### config.mk
export PLATFORM = sky130hd
export DESIGN_NAME = fetch_unit_flat
export DESIGN_NICKNAME = d
export VERILOG_FILES = /design/src/rtl/fetch_unit_if.sv /design/src/rtl/fetch_unit.sv /design/src/flat_wrapper.sv
export SDC_FILE = /design/constraint.sdc
export NUM_CORES = 1
export LEC_CHECK = 0
export BUFFER_PORTS_ARGS = -buffer_cell sky130_fd_sc_hd__buf_2
export CORE_MARGIN = 1
export CORE_UTILIZATION = 59
export DETAILED_ROUTE_END_ITERATION = 6
export PLACE_DENSITY = 0.91
export SYNTH_ARGS = -nofsm -noshare
export SYNTH_HDL_FRONTEND = slang
export SYNTH_SLANG_ARGS = --single-unit
### constraint.sdc
create_clock -name clk -period 2.5 [get_ports clk]
set_input_delay 0.125 -clock clk [delete_from_list [all_inputs] [get_ports clk]]
set_output_delay 0.125 -clock clk [all_outputs]
set_load 0.01 [all_outputs]
### src/rtl/fetch_unit_if.sv
// Fetch-stage bus bundle: instruction-memory request/response, decoder handshake and execute redirect.
// The master modport is the fetch unit; the slave modport is memory/decoder/execute.
interface fetch_unit_if #(
    parameter int PC_W = 8
);
    logic            imem_req;
    logic [PC_W-1:0] imem_addr;
    logic            imem_gnt;
    logic            imem_rvalid;
    logic [7:0]      imem_rdata;
    logic            inst_valid;
    logic [7:0]      inst_out;
    logic [PC_W-1:0] inst_pc;
    logic            inst_ready;
    logic            redirect_valid;
    logic [PC_W-1:0] redirect_pc;

    modport master (
        output imem_req, imem_addr, inst_valid, inst_out, inst_pc,
        input  imem_gnt, imem_rvalid, imem_rdata, inst_ready, redirect_valid, redirect_pc
    );

    modport slave (
        input  imem_req, imem_addr, inst_valid, inst_out, inst_pc,
        output imem_gnt, imem_rvalid, imem_rdata, inst_ready, redirect_valid, redirect_pc
    );
endinterface

### src/rtl/fetch_unit.sv
// Instruction fetch: PC, single-outstanding imem requests, FIFO_DEPTH instruction buffer, redirect flush.
// Latency: inst_valid 2 cycles after the request cycle with 1-cycle memory; optional stall_cnt via FETCH_PERF_CNT_EN.
// Backpressure: a request is issued only when a buffer slot is free, so a stalled decoder stops fetching.
module fetch_unit #(
    parameter int              PC_W       = 8,
    parameter int              FIFO_DEPTH = 2,
    parameter logic [PC_W-1:0] RESET_PC   = '0
) (
    input  logic          clk,
    input  logic          rst_n,
    fetch_unit_if.master  bus
`ifdef FETCH_PERF_CNT_EN
    ,
    output logic [15:0]   stall_cnt
`endif
);
    localparam int AW = $clog2(FIFO_DEPTH);
    localparam int CW = AW + 1;
    localparam logic [CW-1:0] DEPTH_C = CW'(FIFO_DEPTH);

    localparam logic [1:0] S_IDLE = 2'd0;
    localparam logic [1:0] S_REQ  = 2'd1;
    localparam logic [1:0] S_WAIT = 2'd2;
    localparam logic [1:0] S_DROP = 2'd3;

    logic [1:0]      state, state_nxt;
    logic [PC_W-1:0] pc, pc_nxt, pend_pc;
    logic [7:0]      fifo_inst [FIFO_DEPTH];
    logic [PC_W-1:0] fifo_pc   [FIFO_DEPTH];
    logic [AW-1:0]   wr_ptr, rd_ptr;
    logic [CW-1:0]   count, count_nxt;
    logic            push, pop, space_nxt, inst_valid_w, redirect;

    assign redirect     = bus.redirect_valid;
    assign inst_valid_w = (count != '0);
    assign pop          = inst_valid_w & bus.inst_ready;
    assign push         = (state == S_WAIT) & bus.imem_rvalid & ~redirect;

    // Space is judged on next-cycle occupancy so WAIT can chain straight into the next request.
    always_comb begin
        count_nxt = count;
        if (redirect) count_nxt = '0;
        else          count_nxt = count + CW'(push) - CW'(pop);
        space_nxt = (count_nxt < DEPTH_C);
    end

    always_comb begin
        state_nxt = state;
        pc_nxt    = pc;
        case (state)
            S_IDLE: if (space_nxt) state_nxt = S_REQ;
            S_REQ: begin
                if (redirect) begin
                    if (bus.imem_gnt) state_nxt = S_DROP;
                end else if (bus.imem_gnt) begin
                    pc_nxt    = pc + PC_W'(1);
                    state_nxt = S_WAIT;
                end
            end
            S_WAIT: begin
                if (bus.imem_rvalid) state_nxt = space_nxt ? S_REQ : S_IDLE;
                else if (redirect)   state_nxt = S_DROP;
            end
            S_DROP: if (bus.imem_rvalid) state_nxt = space_nxt ? S_REQ : S_IDLE;
            default: state_nxt = S_IDLE;
        endcase
        if (redirect) pc_nxt = bus.redirect_pc;
    end

    always_ff @(posedge clk or negedge rst_n) begin
        if (!rst_n) begin
            state   <= S_IDLE;
            pc      <= RESET_PC;
            pend_pc <= RESET_PC;
        end else begin
            state <= state_nxt;
            pc    <= pc_nxt;
            if ((state == S_REQ) && bus.imem_gnt && !redirect) pend_pc <= pc;
        end
    end

    // Push into a full buffer with a concurrent pop is legal: the head is read before the slot is rewritten.
    always_ff @(posedge clk or negedge rst_n) begin
        if (!rst_n) begin
            wr_ptr <= '0;
            rd_ptr <= '0;
            count  <= '0;
            for (int i = 0; i < FIFO_DEPTH; i++) begin
                fifo_inst[i] <= '0;
                fifo_pc[i]   <= '0;
            end
        end else begin
            count <= count_nxt;
            if (redirect) begin
                wr_ptr <= '0;
                rd_ptr <= '0;
            end else begin
                if (push) begin
                    fifo_inst[wr_ptr] <= bus.imem_rdata;
                    fifo_pc[wr_ptr]   <= pend_pc;
                    wr_ptr            <= wr_ptr + AW'(1);
                end
                if (pop) rd_ptr <= rd_ptr + AW'(1);
            end
        end
    end

    assign bus.imem_req   = (state == S_REQ);
    assign bus.imem_addr  = pc;
    assign bus.inst_valid = inst_valid_w;
    assign bus.inst_out   = fifo_inst[rd_ptr];
    assign bus.inst_pc    = fifo_pc[rd_ptr];

`ifdef FETCH_PERF_CNT_EN
    always_ff @(posedge clk or negedge rst_n) begin
        if (!rst_n)
            stall_cnt <= '0;
        else if (bus.inst_ready && !inst_valid_w && (stall_cnt != 16'hFFFF))
            stall_cnt <= stall_cnt + 16'd1;
    end
`endif
endmodule

### src/flat_wrapper.sv
// flat-port wrapper written by rule: the top's interface ports become plain ports
module fetch_unit_flat 
#(
    parameter int              PC_W       = 8,
    parameter int              FIFO_DEPTH = 2,
    parameter logic [PC_W-1:0] RESET_PC   = '0
)
  (clk, rst_n, bus_imem_req, bus_imem_addr, bus_inst_valid, bus_inst_out, bus_inst_pc, bus_imem_gnt, bus_imem_rvalid, bus_imem_rdata, bus_inst_ready, bus_redirect_valid, bus_redirect_pc);
  fetch_unit_if #(.PC_W(PC_W)) bus_i ();
  input  logic clk;
  input  logic rst_n;
  output wire logic [$bits(bus_i.imem_req)-1:0] bus_imem_req;
  output wire logic [$bits(bus_i.imem_addr)-1:0] bus_imem_addr;
  output wire logic [$bits(bus_i.inst_valid)-1:0] bus_inst_valid;
  output wire logic [$bits(bus_i.inst_out)-1:0] bus_inst_out;
  output wire logic [$bits(bus_i.inst_pc)-1:0] bus_inst_pc;
  input wire logic [$bits(bus_i.imem_gnt)-1:0] bus_imem_gnt;
  input wire logic [$bits(bus_i.imem_rvalid)-1:0] bus_imem_rvalid;
  input wire logic [$bits(bus_i.imem_rdata)-1:0] bus_imem_rdata;
  input wire logic [$bits(bus_i.inst_ready)-1:0] bus_inst_ready;
  input wire logic [$bits(bus_i.redirect_valid)-1:0] bus_redirect_valid;
  input wire logic [$bits(bus_i.redirect_pc)-1:0] bus_redirect_pc;
  assign bus_imem_req = bus_i.imem_req;
  assign bus_imem_addr = bus_i.imem_addr;
  assign bus_inst_valid = bus_i.inst_valid;
  assign bus_inst_out = bus_i.inst_out;
  assign bus_inst_pc = bus_i.inst_pc;
  assign bus_i.imem_gnt = bus_imem_gnt;
  assign bus_i.imem_rvalid = bus_imem_rvalid;
  assign bus_i.imem_rdata = bus_imem_rdata;
  assign bus_i.inst_ready = bus_inst_ready;
  assign bus_i.redirect_valid = bus_redirect_valid;
  assign bus_i.redirect_pc = bus_redirect_pc;
  fetch_unit #(.PC_W(PC_W), .FIFO_DEPTH(FIFO_DEPTH), .RESET_PC(RESET_PC)) u_core (.clk(clk), .rst_n(rst_n), .bus(bus_i));
endmodule
==> results.md <==
* Outcome: finished, final reports clean
* Area leader, netlist: dfrtp_1
* CP Buf/Inv Count at 0
* First-pass GRT wire length at 7910 microns
* Clk Tree Root Cell: clkbuf_8
* Critical path's top delay family: simple AND/OR/NAND/NOR gates
* Synth top area share at 0.534
* Die Span X at 67.5 microns
* I/O pin count at 48
* Post-DP Area at 2770 sq um
* Die area at 4550 sq um
* Mean area per synthesized cell at 13.7 sq um
* DR iter-0 viols at 81
* Initial Util at 0.623
* Worst-margin pin slew at 0.768 ns
* Die Y at 67.5 microns
* Footprint of the multi-input gates at 1100 sq um
* Hold path startpoint: bus_redirect_pc[2]
* # Post-CTS Setup Buffers at 0
* Worst reg-to-reg setup slack at 0.62 ns
* # clock sinks at 54
* Fin crit period at 1.88 ns
* Max stage delay on crit path at 0.52 ns
* Worst Hold Class: input port to flip-flop
* Leakage power at 1.41 nW
* Setup Skew at 0.00534 ns
* Worst Setup SP: u_core.state[0]$_DFFE_PN0P_
* IO Port Bufs at 47
* Mapped Nets at 209
* Final std cells w/o fill at 283
* GR Overflow Total at 0
* Clk buf depth at 2
* RSZ-0062 raised after global routing: false
* Hold Fails Final Rpt at 0
* Async S/R FF share, synth at 1.00
* Final setup violation count at 0
* Share of cells above drive strength 1 at 0.506
* CTS tree: done
* R2r startpoint: u_core.state[0]$_DFFE_PN0P_
* Post-synth EDFFs at 0
* Required time of the critical path at 2.69 ns
* DR vias/cell at 5.71
* CP arrival at 2.07 ns
* Top post-synthesis cells by area: dfrtp_1, mux2_2, mux2_4, ha_1, or4_1
* Setup crit start kind: flip-flop
* Worst path cell trace: and4bb_4 -> nor2b_4 -> mux2_2
* Vias at 1615
* F_max at 533 MHz
* Post-route DRC at 0
* PwrDens at 974 nW/um^2
* Top_reg_cell synth: dfrtp_1
* Slew headroom at 0.488
* Htree depth at 2
* Final #Nets at 257
* Fillers at 295
* Row Count at 23
* Num CTS Buffers at 5
* Final wirelength at 4770 microns
* Maximum VDD drop at 0.000708 V
* Resize count post-CTS at 0
* GPL Wtd Cong at 0.723
* Vias in the first global route at 1653
* Seq. cell area at 1350 sq um
* ANT nets after route at 0
* Yosys reg bits at 54
* Commonest non-fill, non-tap cell in the layout: dfrtp_1
* Slew Viols, Final at 0
* Clk Latency, worst-skew pair at 0.30 ns
* Area of the core at 4060 sq um
* Netlist cell types at 38
* TNS Setup at 0 ns
* Total GRT Usage at 0.241
* Finished Core Util at 0.709
* Crit path max fanout at 16
* Placed Instances at 274
* Synthesized area at 2530 sq um
* CP max-delay cell: nor2b_4
* Wire length per cell at 16.9 microns
* Register area share after synthesis at 0.534
* Initial DRT Pass Iterations at 4
* Fin crit share at 0.750
* Clock transition at path regs at 0.09 ns
* Final non-filler cell area at 2880 sq um
* Synth Instances at 184
* N_diodes at 0
* Type of destination of the critical path: flip-flop
* Largest net degree at the start of global routing at 36
* Post-DP HPWL at 3280 microns
* WS Path Type: flip-flop to flip-flop
* Antenna violations before repair at 0
* Most frequent cells in the layout: dfrtp_1, buf_2, mux2_2
* Area delta synth->final at 13.7%
* Max-cap violations at 0
* Yosys warns at 0
-- report_power, final --
part / switching, mW / internal (mW)
clock: 0.278 / 0.223
combinational: 0.374 / 0.577
sequential: 0.235 / 1.12
-- synthesized netlist by cell type (2+ instances only) --
cell type / instances
dfrtp_1: 54
mux2_2: 46
mux2_4: 10
nand2_1: 9
o21ai_0: 7
nand3_1: 6
or4_1: 5
inv_1: 4
clkbuf_1: 3
ha_1: 3
nor2_1: 3
nor2b_1: 3
o211ai_1: 3
buf_2: 2
buf_6: 2
xor2_1: 2
-- metrics by stage --
stage               worst slack (ns)  hold slack (ns)  total power, mW
CTS                            0.602           0.0201             2.83
finish                         0.625           0.0273             2.80
floorplan                      0.933           -0.171             1.99
detailed placement             0.633           0.0990             2.33
global route                   0.510           0.0394             2.99
global placement               0.680            0.102             2.27
-- what timing repair did --
item | 4_1_cts | 5_1_grt
hold buffers | 1 | 0
hold endpoints to repair | 19 | 0
setup endpoints to repair | 0 | 0
-- layout make-up --
type / count / share of cell area
Clock inverter: 2 / 0.00435
Clock buffer: 6 / 0.0287
Tap cell: 50 / 0.0217
Inverter: 4 / 0.00522
Sequential cell: 54 / 0.470
Timing Repair Buffer: 49 / 0.0879
Multi-Input combinational cell: 118 / 0.382
-- sequential cells by signal, summed over array words and instances (netlist names) --
signal,count
u_core.state,2
u_core.wr_ptr,1
u_core.rd_ptr,1
u_core.fifo_inst,16
u_core.bus.imem_addr,8
u_core.fifo_pc,16
u_core.pend_pc,8
u_core.count,2
-- worst register-to-register path: cells and delay by family (launching register included) --
| kind | cells | cell delay (ns) |
|---|---|---|
| flops | 1 | 0.45 |
| mux | 1 | 0.42 |
| simple gates | 2 | 0.90 |
-- kinds of logic (layout without fill, tap and decap cells) --
kind of cell	count (synthesis)	after routing	synth area share
buf+inv	12	61	0.0312
mux	57	57	0.268
compound gates	17	17	0.0435
flops	54	54	0.534
xor+xnor	4	4	0.0193
fa+ha+maj	3	3	0.0148
simple gates	37	37	0.0890
-- worst paths after layout --
check / end / cells after the start
setup / recovery: u_core.fifo_inst[10]$_DFFE_PN0P_ / 3
hold / removal: u_core.bus.imem_addr[2]$_DFFE_PN0P_ / 3
setup reg to reg: u_core.fifo_inst[10]$_DFFE_PN0P_ / 3
hold reg to reg: u_core.fifo_pc[0]$_DFFE_PN0P_ / 1
max in group asynchronous: u_core.pend_pc[0]$_DFFE_PN0P_ / 3
min in group asynchronous: u_core.fifo_pc[2]$_DFFE_PN0P_ / 2
-- per-layer routing --
| layer | vias to the layer above | GRT usage | routed length (microns) |
|---|---|---|---|
| li1 | 760 | - | - |
| met1 | 795 | 0.313 | 2000 |
| met2 | 53 | 0.394 | 2480 |
| met3 | 7 | 0.0591 | 211 |
| met4 | 0 | 0.0798 | 79 |
| met5 | - | 0 | 0 |
Note: power is estimated with default switching activity, not from simulation.
